[config.mk]
export PLATFORM = sky130hd
export DESIGN_NAME = piso_stream
export DESIGN_NICKNAME = d
export VERILOG_FILES = /design/src/rtl/piso_pkg.sv /design/src/rtl/piso_bit_counter.sv /design/src/rtl/piso_stream.sv
export SDC_FILE = /design/constraint.sdc
export NUM_CORES = 1
export LEC_CHECK = 0
export CORE_MARGIN = 3
export CORE_UTILIZATION = 51
export DETAILED_ROUTE_END_ITERATION = 8
export HOLD_SLACK_MARGIN = 0.08
export PLACE_DENSITY = 0.77
export SLEW_MARGIN = 20
export SYNTH_ARGS = -nofsm -noshare
export SYNTH_HDL_FRONTEND = slang
export SYNTH_SLANG_ARGS = --single-unit
[constraint.sdc]
create_clock -name clk -period 1.8 [get_ports clk]
set_input_delay 0.27 -clock clk [delete_from_list [all_inputs] [get_ports clk]]
set_output_delay 0.27 -clock clk [all_outputs]
set_load 0.03 [all_outputs]
[src/rtl/piso_pkg.sv]
// ============================================================================
// Module : piso_pkg
// Brief  : Shared types and constants for the piso_stream serialiser.
// Rev    : 1.0  initial release
// ============================================================================
`default_nettype none

package piso_pkg;

  typedef enum logic [1:0] {
    ST_IDLE   = 2'd0,
    ST_SHIFT  = 2'd1,
    ST_PARITY = 2'd2
  } state_t;

  localparam logic ORDER_MSB = 1'b0;
  localparam logic ORDER_LSB = 1'b1;

  // Counter must reach WIDTH when the parity bit is appended.
  function automatic int cnt_width(input int width);
    return $clog2(width + 1);
  endfunction

endpackage

`default_nettype wire

[src/rtl/piso_bit_counter.sv]
// ============================================================================
// Module : piso_bit_counter
// Brief  : Frame bit counter with clear/increment and first/last decode.
// Rev    : 1.0  initial release
// ============================================================================
`default_nettype none

module piso_bit_counter #(
  parameter int CNT_W     = 4,
  parameter int LAST      = 7,
  parameter int DATA_LAST = 7
) (
  input  logic clk,
  input  logic reset,
  input  logic i_clr,
  input  logic i_inc,
  input  logic i_active,
  output logic o_first,
  output logic o_last,
  output logic o_data_last
);

  localparam logic [CNT_W-1:0] c_LAST      = CNT_W'(LAST);
  localparam logic [CNT_W-1:0] c_DATA_LAST = CNT_W'(DATA_LAST);

  logic [CNT_W-1:0] r_cnt;

  always_ff @(posedge clk) begin
    if (reset) begin
      r_cnt <= '0;
    end else if (i_clr) begin
      r_cnt <= '0;
    end else if (i_inc) begin
      r_cnt <= r_cnt + CNT_W'(1);
    end
  end

  assign o_first     = i_active && (r_cnt == '0);
  assign o_last      = i_active && (r_cnt == c_LAST);
  assign o_data_last = i_active && (r_cnt == c_DATA_LAST);

endmodule

`default_nettype wire

[src/rtl/piso_stream.sv]
// ============================================================================
// Module : piso_stream
// Brief  : Parallel-in/serial-out shifter with valid/ready input, one-word
//          holding buffer and gap-free back-to-back framing.
//          Build option: PISO_PARITY_EN appends an even-parity bit per frame.
// Rev    : 1.0  initial release
// ============================================================================
`default_nettype none

module piso_stream import piso_pkg::*; #(
  parameter int WIDTH = 8,
  parameter int CNT_W = cnt_width(WIDTH)
) (
  input  logic             clk,
  input  logic             reset,
  input  logic             in_valid,
  output logic             in_ready,
  input  logic [WIDTH-1:0] in_data,
  input  logic             in_lsb_first,
  input  logic             shift_en,
  output logic             serial_out,
  output logic             out_valid,
  output logic             frame_first,
  output logic             frame_last,
  output logic             busy
);

`ifdef PISO_PARITY_EN
  localparam int c_LAST = WIDTH;
`else
  localparam int c_LAST = WIDTH - 1;
`endif

  state_t           r_state;
  logic [WIDTH-1:0] r_sr;
  logic             r_lsb;
  logic [WIDTH-1:0] r_hold_data;
  logic             r_hold_lsb;
  logic             r_hold_full;
`ifdef PISO_PARITY_EN
  logic             r_par;
`endif

  logic w_accept;
  logic w_frame_end;
  logic w_load;
  logic w_data_last;

  assign in_ready  = !r_hold_full && !reset;
  assign w_accept  = in_valid && in_ready;
  assign out_valid = (r_state != ST_IDLE);
  assign busy      = out_valid || r_hold_full;

`ifdef PISO_PARITY_EN
  assign w_frame_end = shift_en && (r_state == ST_PARITY);
`else
  assign w_frame_end = shift_en && w_data_last;
`endif
  // Reload straight from the buffer at frame end so no idle bit appears.
  assign w_load = r_hold_full && ((r_state == ST_IDLE) || w_frame_end);

  piso_bit_counter #(
    .CNT_W     (CNT_W),
    .LAST      (c_LAST),
    .DATA_LAST (WIDTH - 1)
  ) u_bit_counter (
    .clk         (clk),
    .reset       (reset),
    .i_clr       (w_load || w_frame_end),
    .i_inc       (shift_en && out_valid),
    .i_active    (out_valid),
    .o_first     (frame_first),
    .o_last      (frame_last),
    .o_data_last (w_data_last)
  );

  always_ff @(posedge clk) begin
    if (reset) begin
      r_state     <= ST_IDLE;
      r_sr        <= '0;
      r_lsb       <= ORDER_MSB;
      r_hold_data <= '0;
      r_hold_lsb  <= ORDER_MSB;
      r_hold_full <= 1'b0;
`ifdef PISO_PARITY_EN
      r_par       <= 1'b0;
`endif
    end else begin
      if (w_accept) begin
        r_hold_data <= in_data;
        r_hold_lsb  <= in_lsb_first;
      end
      r_hold_full <= w_accept || (r_hold_full && !w_load);

      if (w_load) begin
        r_sr    <= r_hold_data;
        r_lsb   <= r_hold_lsb;
        r_state <= ST_SHIFT;
`ifdef PISO_PARITY_EN
        r_par   <= ^r_hold_data;
`endif
      end else if (w_frame_end) begin
        r_state <= ST_IDLE;
      end else if (shift_en) begin
        case (r_state)
          ST_SHIFT: begin
            r_sr <= (r_lsb == ORDER_LSB) ? {1'b0, r_sr[WIDTH-1:1]}
                                         : {r_sr[WIDTH-2:0], 1'b0};
`ifdef PISO_PARITY_EN
            if (w_data_last) r_state <= ST_PARITY;
`endif
          end
          default: r_state <= r_state;
        endcase
      end
    end
  end

  always_comb begin
    serial_out = 1'b0;
    case (r_state)
      ST_SHIFT:  serial_out = (r_lsb == ORDER_MSB) ? r_sr[WIDTH-1] : r_sr[0];
`ifdef PISO_PARITY_EN
      ST_PARITY: serial_out = r_par;
`endif
      default:   serial_out = 1'b0;
    endcase
  end

endmodule

`default_nettype wire

* Word-level counts from Yosys, hierarchy flattened
Cells that the tools add are included.
** Word-level totals
- Flip-flop bits (word level) :: 24
- Logic and storage cells :: 41
- Input port bits :: 13
- Output and inout bits :: 6
** Operators by class
- Reductions and logical operators :: 22
- Muxes and demuxes :: 9
- Add/subtract/negate cells :: 1
- Eq/ne operators :: 2
** Operators with widths (count)
- two-way mux 8 bit :: 5
- logical AND 1 bit :: 8
- nonzero test 2 bit :: 3
- adder 4 x 1 -> 4 bit (second input constant) :: 1
- == test 4 x 3 -> 1 bit (second input constant) :: 1
- zero test 4 bit :: 1
- logical OR 1 bit :: 4
- two-way mux 1 bit :: 4
- zero test 1 bit :: 3
- AND reduction 3 bit :: 1
- zero test 2 bit :: 1
- != test 2 x 1 -> 1 bit (second input constant) :: 1
- OR reduction 2 bit :: 1

* Logic depth before layout (Yosys ltp)
Gate-level depths: netlist (run 1).
- Depth in word-level cells :: 8
- Mapped depth :: 5

* Hierarchy
From an unflattened synthesis (run 1), not the netlist that was laid out.
** Second synthesis, totals
- Cells, all modules :: 127
- Area total of the unflattened synthesis :: 1158.6 um2
** By module, submodules not included
- piso_stream :: times used 1, sequential area each 400.4 um2, cells each 104, area each 933.4 um2
- piso_bit_counter :: times used 1, sequential area each 80.1 um2, cells each 23, area each 225.2 um2

* Least setup slack after synthesis (run 1)
OpenSTA, ideal clock, no wires.
- Path type :: flip-flop to output port
- Start :: register r_state[0]
- End :: output frame_first
- Cell stages (with the launch flop) :: 4
- Arrival time :: 1.469 ns
- Path buffers :: 1
- Path slack :: 0.061 ns
- Cells stage by stage :: dfxtp_1 buf_2 nand2_1 nor3_1
** Between the ends
- Longest elaborated chain between the ends :: 1
** Ends and longest elaborated chain
- from (decl) :: line piso_stream.sv:34 : state_t r_state;
- from (signal assigned) :: line piso_stream.sv:113 : default: r_state <= r_state;
- logical AND 1 bit :: line piso_bit_counter.sv:38 : assign o_first = i_active && (r_cnt == '0);
- to (decl) :: line piso_stream.sv:23 : output logic frame_first,
No other way between the ends.

* Final worst setup path (run 1)
- Start :: register u_bit_counter.r_cnt[0]
- End :: output frame_last
** Between the ends
- Longest elaborated chain between the ends :: 2
** Ends and longest elaborated chain
- from (decl) :: line piso_bit_counter.sv:26 : logic [CNT_W-1:0] r_cnt;
- from (signal assigned) :: line piso_bit_counter.sv:34 : r_cnt <= r_cnt + CNT_W'(1);
- == test 4 x 3 -> 1 bit :: line piso_bit_counter.sv:39 : assign o_last = i_active && (r_cnt == c_LAST);
- logical AND 1 bit :: line piso_bit_counter.sv:39
- to (decl) :: line piso_stream.sv:24 : output logic frame_last,
No other way between the ends.

==> summary.md, run 1 <==
| Metric | Value |
|---|---|
| Area of the multi-input gates | `609 um2` |
| Final Core Density | `70.3%` |
| Die width | `53.7 um` |
| Hold wc startpoint | `in_data[5]` |
| Total CTS buffers | `3` |
| Clock Sinks | `24` |
| Die Ht | `53.7 um` |
| Cells along the critical path | `ha_2 > and3b_1 > and2_2 > buf_4` |
| Pwr Total | `1.14 mW` |
| Status | `completed` |
| Register-to-Register Path Depth | `4` |
| Final WL | `2420 um` |
| Gp weighted congestion | `0.789` |
| GRT overflow | `0` |
| PwrDens | `787 nW/um2` |
| Hold buffer count at cts | `0` |
| Slew Limit Fails | `0` |
| Max cap viols | `0` |
| Leakage power | `0.549 nW` |
| Clock Latency Late Sink | `0.32 ns` |
| Postcts setup bufs | `0` |
| Top-count cell post-synth | `dfxtp_1` |
| Non-Filler Instances | `182` |
| Setup crit start kind | `register` |
| Largest net degree at the start of global routing | `19` |
| Endpoint class of the critical path | `primary output` |
| Synth area leaders | `dfxtp_1, nand2b_1, mux2_2` |
| Critical Path RT | `1.53 ns` |
| Area leader, netlist | `dfxtp_1` |
| FF/Latch Area | `483 um2` |
| Part of the power in the clock network | `34.1%` |
| First DRT Iteration DRCs | `17` |
| Logic pwr share | `15.5%` |
| EDFF count, synth | `0` |
| VDD IR max | `0.512 mV` |
| Mapped Nets | `148` |
| Ant diodes | `0` |
| Vias/cell | `5.56` |
| CTS Buffer Depth | `2` |
| Worst hold stages | `3` |
| Sw Ratio | `23.7%` |
| Vias in the first global route | `849` |
| Area of the die | `2880 um2` |
| Clk_skew | `0.0109 ns` |
| Filler Cell Count | `169` |
| Global-route wire length before repair | `4000 um` |
| Worst slew margin | `78.6%` |
| H-tree Lvls | `1` |
| Synthesis-to-finish area growth | `25.0%` |
| Ys Warns | `0` |
| CP Depth | `4` |
| Slowest-stage cell, CP | `dfxtp_2` |
| Remaining DRCs | `0` |
| Primary FF master, synth | `dfxtp_1` |
| Crit path buffers/inverters | `1` |
| Post-synthesis async set-or-reset flop share | `0%` |
| Arrival @ worst endpoint | `1.43 ns` |
| Worst Setup SP | `u_bit_counter.r_cnt[0]$_SDFFE_PP0P_` |
| Final nets | `171` |
| Port Buffer Count | `18` |
| Final period util | `94.2%` |
| Sw power | `0.271 mW` |
| Start of the worst register-to-register path | `u_bit_counter.r_cnt[0]$_SDFFE_PP0P_` |
| Mean Syn Cell Area | `8.72 um2` |
| Slew @ Worst Pin | `0.320 ns` |
| Clk slew on worst S/H paths | `0.14 ns` |
| Setup TNS | `0 ns` |
| Hpwl dp | `1860 um` |
| Number of synthesized register bits | `24` |
| Crit Path Max Fanout | `4` |
| Top cell family by delay on the critical path | `simple AND/OR/NAND/NOR gates` |
| Post-layout min period | `1.70 ns` |
| Synth cell types | `32` |
| Post-Syn Area | `1160 um2` |
| P_int | `0.870 mW` |
| Routed via count | `1012` |
| Remaining antenna violation count | `0` |
| Synth top area share | `41.4%` |
| Seq pwr share | `50.4%` |
| Setup-failing EPs final | `0` |
| Hold Violations, Final | `0` |
| Post-synthesis sequential area ratio | `41.4%` |
| DR WL/cell | `13.3 um` |
| Starting utilization of the core area | `56.2%` |
| RSZ-0062 raised after global routing | `no` |
| Share of post-route cells with drive strength above 1 | `19.4%` |
| Critical path class | `register to primary output` |
| Clk root buf | `clkbuf_4` |
| # IOs | `19` |
| Core area | `2060 um2` |
| Post-synth top cells | `dfxtp_1, nand2_1, nand2b_1` |
| Rows | `16` |
| CP max stage delay | `0.36 ns` |
| TritonCTS clock tree | `yes` |
| Hold slack | `0.486 ns` |
| Worst Hold Class | `primary input to register` |
| Fmax | `0.590 GHz` |
| Initial antenna violation count | `0` |
| Cells after DPL | `178` |
| Post-Synthesis Cells | `133` |
| GRT Total Usage | `19.0%` |
| Detailed Routing Iterations Pass 1 | `4` |
==> layer usage <==
layer,global-route usage (%),part of all wire (%)
met1,27.7,49
met2,28.4,46
met4,5.11,0.46
met5,0,0
met3,3.32,4.2
==> flip-flops by register name (all words and copies together) (netlist names) <==
register,count
r_hold_data,8
r_hold_full,1
r_hold_lsb,1
r_lsb,1
r_sr,8
r_state,1
u_bit_counter.r_cnt,4
==> cell type report <==
type | count | area share (%)
tap | 27 | 2.33
multi-input combinational | 91 | 42.0
timing repair buffer | 27 | 16.4
clock inverter | 1 | 2.07
sequential | 24 | 33.3
clock buffer | 3 | 1.55
inverter | 9 | 2.33
==> worst paths after layout <==
check | endpoint | slack [ns]
hold reg to reg | u_bit_counter.r_cnt[1]$_SDFFE_PP0P_ | 0.49
hold / removal | r_hold_data[5]$_SDFFE_PP0P_ | 0.49
setup / recovery | frame_last | 0.10
setup reg to reg | u_bit_counter.r_cnt[3]$_SDFFE_PP0P_ | 0.26
==> power groups by stage <==
| stage | combinational, mW | sequential [mW] | clock [mW] |
|---|---|---|---|
| after CTS | 0.178 | 0.575 | 0.397 |
| after detailed placement | 0.181 | 0.587 | 0 |
| final | 0.177 | 0.575 | 0.389 |
| after global placement | 0.178 | 0.585 | 0 |
| after global routing | 0.193 | 0.579 | 0.422 |
| after floorplan | 0.104 | 0.585 | 0 |
==> worst min-delay path: stages <==
cell and delay, ns:
clkdlybuf4s50_1 0.39, nand2_1 0.05, o21ai_0 0.06
==> cell usage in the layout, fill, tap and decap left out, drive strengths merged, types with 2 or more instances in the layout <==
cell	n
and2	2
nand2b	12
dfxtp	24
inv	9
clkdlybuf4s50	12
and3b	2
nor2	3
o221ai	7
a21oi	2
nand4b	2
nand3	10
nand2	13
dlygate4sd2	2
clkbuf	4
mux2	6
o21ai	11
buf	11
ha	2
nor3	3
a211oi	3
mux2i	2
==> logic make-up after synthesis <==
kind of cell / count (synthesis) / share of synthesized area (%)
mux: 8 / 7.55
buf+inv: 18 / 6.26
compound gates: 27 / 16.4
xor+xnor: 1 / 0.755
flops: 24 / 41.4
fa+ha+maj: 2 / 2.16
simple gates: 53 / 25.5
==> repair_timing <==
action	4_1_cts	5_1_grt
hold endpoints to repair	0	0
endpoints found under the setup margin	3	3
gates resized for setup	3	7
==> through the flow <==
| step | instance area, um2 | setup WS (ns) |
|---|---|---|
| after CTS | 1450 | 0.0231 |
| after detailed placement | 1400 | 0.0765 |
| final | 1450 | 0.105 |
| after global routing | 1450 | 0.0302 |
| after global placement | 1400 | 0.128 |
| after floorplan | 1160 | 0.0606 |
Note: power is estimated with default switching activity, not from simulation.
==> run 2: changes to the inputs <==
ABC_AREA = 1   (was not set)
CORE_UTILIZATION = 59   (was 51)
DONT_BUFFER_PORTS = 1   (was not set)
PLACE_DENSITY = 0.75   (was 0.77)
==> run 2 against run 1 <==
Sequential cell count did not move. Synthesized cell count grew 26%. Worst hold slack worse by 0.40 ns. Maximum frequency up 2.0%. Count of clock-buffer cells in the layout is 1 higher. Critical path depth did not move. Worst setup slack improved by 0.033 ns. Cell count increased by 12%. Clock power shrank 28%. First-iteration DRC count rose by 41%. Critical endpoint is now serial_out. Largest cell class unchanged.
==> summary.md, run 2 <==
| Metric | Value |
|---|---|
| Status | `completed` |
| Post-synth top cells | `nand2_1, nor2_1, dfxtp_1` |
| Setup crit start kind | `register` |
| Share of post-route cells with drive strength above 1 | `12.8% (-6.5 points)` |
| Arrival @ worst endpoint | `1.39 ns (-0.04 ns)` |
| Final nets | `195 (+14%)` |
| Vias/cell | `4.96 (-11%)` |
| Worst slew margin | `63.6% (-15 points)` |
| Critical path class | `register to primary output` |
| Global-route wire length before repair | `4260 um (+6.6%)` |
| Slowest-stage cell, CP | `dfxtp_1` |
| Setup TNS | `0 ns (unchanged)` |
| Endpoint class of the critical path | `primary output` |
| Die Ht | `51.1 um (-4.9%)` |
| Starting utilization of the core area | `65.8% (+9.5 points)` |
| Place WS | `0.281 ns (+0.205 ns)` |
| Post-layout min period | `1.66 ns (-0.0332 ns)` |
| Ant diodes | `0 (unchanged)` |
| Cells along the critical path | `buf_4 > o21ai_0 > a21oi_1 > buf_4` |
| Post-Synthesis Cells | `167 (+26%)` |
| Clock Latency Late Sink | `0.31 ns (about the same)` |
| Top-count cell post-synth | `nand2_1` |
| Leakage power | `0.548 nW (about the same)` |
| Hold wc startpoint | `in_data[2]` |
| Port Buffer Count | `0 (-18)` |
| CP max stage delay | `0.43 ns (+0.07 ns)` |
| GRT overflow | `0 (unchanged)` |
| Clk_skew | `0.00425 ns (-0.00662 ns)` |
| Start of the worst register-to-register path | `u_bit_counter.r_cnt[0]$_SDFFE_PP0P_` |
| Final WL | `2330 um (-3.4%)` |
| # IOs | `19 (unchanged)` |
| Worst Setup SP | `r_state[0]$_SDFFE_PP0P_` |
| Synth area leaders | `dfxtp_1, nand2_1, nor2_1` |
| Commonest cells after routing, fill and taps aside | `nand2_1, nor2_1, inv_1, dfxtp_1, o21ai_0` |
| PwrDens | `803 nW/um2 (+2.0%)` |
| Biggest regs | `r_hold_data x8, r_sr x8, u_bit_counter.r_cnt x4` |
| CP dominant cell by count | `buf_4` |
| Mapped Nets | `182 (+23%)` |
| Remaining DRCs | `0 (unchanged)` |
| Clk slew on worst S/H paths | `0.13 ns (about the same)` |
| Gp weighted congestion | `0.805 (+2.0%)` |
| Primary FF master, synth | `dfxtp_1` |
| Slew @ Worst Pin | `0.544 ns (+0.224 ns)` |
| Number of synthesized register bits | `24 (unchanged)` |
| Routed via count | `1012 (unchanged)` |
| Detailed Routing Iterations Pass 1 | `4 (unchanged)` |
| Clk root buf | `clkbuf_4` |
| RSZ-0062 raised after global routing | `no` |
| TritonCTS clock tree | `yes` |
| Clock Sinks | `24 (unchanged)` |
| Initial antenna violation count | `0 (unchanged)` |
| Area leader, netlist | `dfxtp_1` |
| Most common cell after layout, fill and taps aside | `nand2_1` |
| DR WL/cell | `11.4 um (-14%)` |
| Mean Syn Cell Area | `7.17 um2 (-18%)` |
| Synthesis-to-finish area growth | `13.7%` |
| Setup-failing EPs final | `0 (unchanged)` |
| Pwr Total | `1.09 mW (-4.2%)` |
| Critical Path RT | `1.53 ns (about the same)` |
| Hpwl dp | `1640 um (-12%)` |
| Worst Hold Class | `primary input to register` |
| Final period util | `92.3% (-1.8 points)` |
| Area of the die | `2610 um2 (-9.6%)` |
| Die width | `51.1 um (-4.9%)` |
| EDFF count, synth | `0 (unchanged)` |
| Core area | `1820 um2 (-12%)` |
| Vias in the first global route | `973 (+15%)` |
| VDD IR max | `0.569 mV (+11%)` |
| Post-synthesis async set-or-reset flop share | `0% (unchanged)` |
| Crit Path Max Fanout | `5 (+1)` |
| Synth top area share | `40.1% (-1.3 points)` |
| H-tree Lvls | `1 (unchanged)` |
| GRT Total Usage | `21.5% (+2.5 points)` |
| Slew Limit Fails | `0 (unchanged)` |
| Synth cell types | `21 (-34%)` |
| Postcts setup bufs | `0 (unchanged)` |
| Hold Violations, Final | `0 (unchanged)` |
| Hold slack | `0.0904 ns (-0.396 ns)` |
| Post-Syn Area | `1200 um2 (+3.2%)` |
| Total CTS buffers | `3 (unchanged)` |
| Remaining antenna violation count | `0 (unchanged)` |
| CTS Buffer Depth | `2 (unchanged)` |
| Final WS setup | `0.138 ns (+0.0332 ns)` |
| Fmax | `0.602 GHz (+2.0%)` |
| Post-synthesis sequential area ratio | `40.1% (-1.3 points)` |
| Rows | `15 (-1)` |
| First DRT Iteration DRCs | `24 (+7)` |
| Largest net degree at the start of global routing | `20 (+1)` |
| Max cap viols | `0 (unchanged)` |
| Ys Warns | `0 (unchanged)` |
run 2: worst max-delay path, delay by kind of cell, from the launching register on:
| family | cells | cell delay, ns |
|---|---|---|
| AOI/OAI and AO/OA | 2 | 0.26 |
| buffers and inverters | 2 | 0.39 |
| DFF | 1 | 0.43 |
run 2: area by class of cell:
cell class	instances	area, um2
Clock buffer	4	36.3
Fill cell	147	459
Inverter	25	93.8
Multi-Input combinational cell	112	591
Sequential cell	24	482
Tap cell	25	31.3
Timing Repair Buffer	14	128
run 2: worst paths after layout:
check | end | slack (ns) | cells past startpoint
worst max register to register | r_sr[1]$_SDFFE_PP0P_ | 0.26 | 8
worst max-delay path | serial_out | 0.14 | 4
worst min register to register | r_lsb$_SDFFE_PP0P_ | 0.48 | 2
worst min-delay path | r_hold_data[2]$_SDFFE_PP0P_ | 0.09 | 2
run 2: kinds of logic after synthesis:
kind of cell	Yosys count	synth area share, %
flops	24	40.1
compound gates	36	19.7
buf+inv	31	10.6
fa+ha+maj	2	2.09
simple gates	71	25.3
xor+xnor	3	2.19
run 2: through the flow:
stage	area, um2	util (%)	cells
2_1_floorplan	1200	-	167
4_1_cts	1360	74.7	204
5_1_grt	1360	74.8	204
3_3_place_gp	1230	67.8	191
3_5_place_dp	1230	67.8	191
6_report	1360	74.8	204
run 2: what timing repair did:
action	CTS	global route
gates resized for setup	0	1
hold buffers	9	0
endpoints found under the hold margin	11	0
endpoints found under the setup margin	0	1
run 2: report_power, final:
group	switching, mW	internal (mW)
clock network	0.158	0.123
registers	0.0279	0.572
logic	0.132	0.0798
run 2: per-layer routing:
layer  GRT usage, %  part of all wire (%)  up-vias
li1               -                     -      550
met1           30.5                    51      441
met2           32.6                    44       19
met3           4.08                   3.5        2
met4           6.73                  0.94        0
met5              0                     0        -
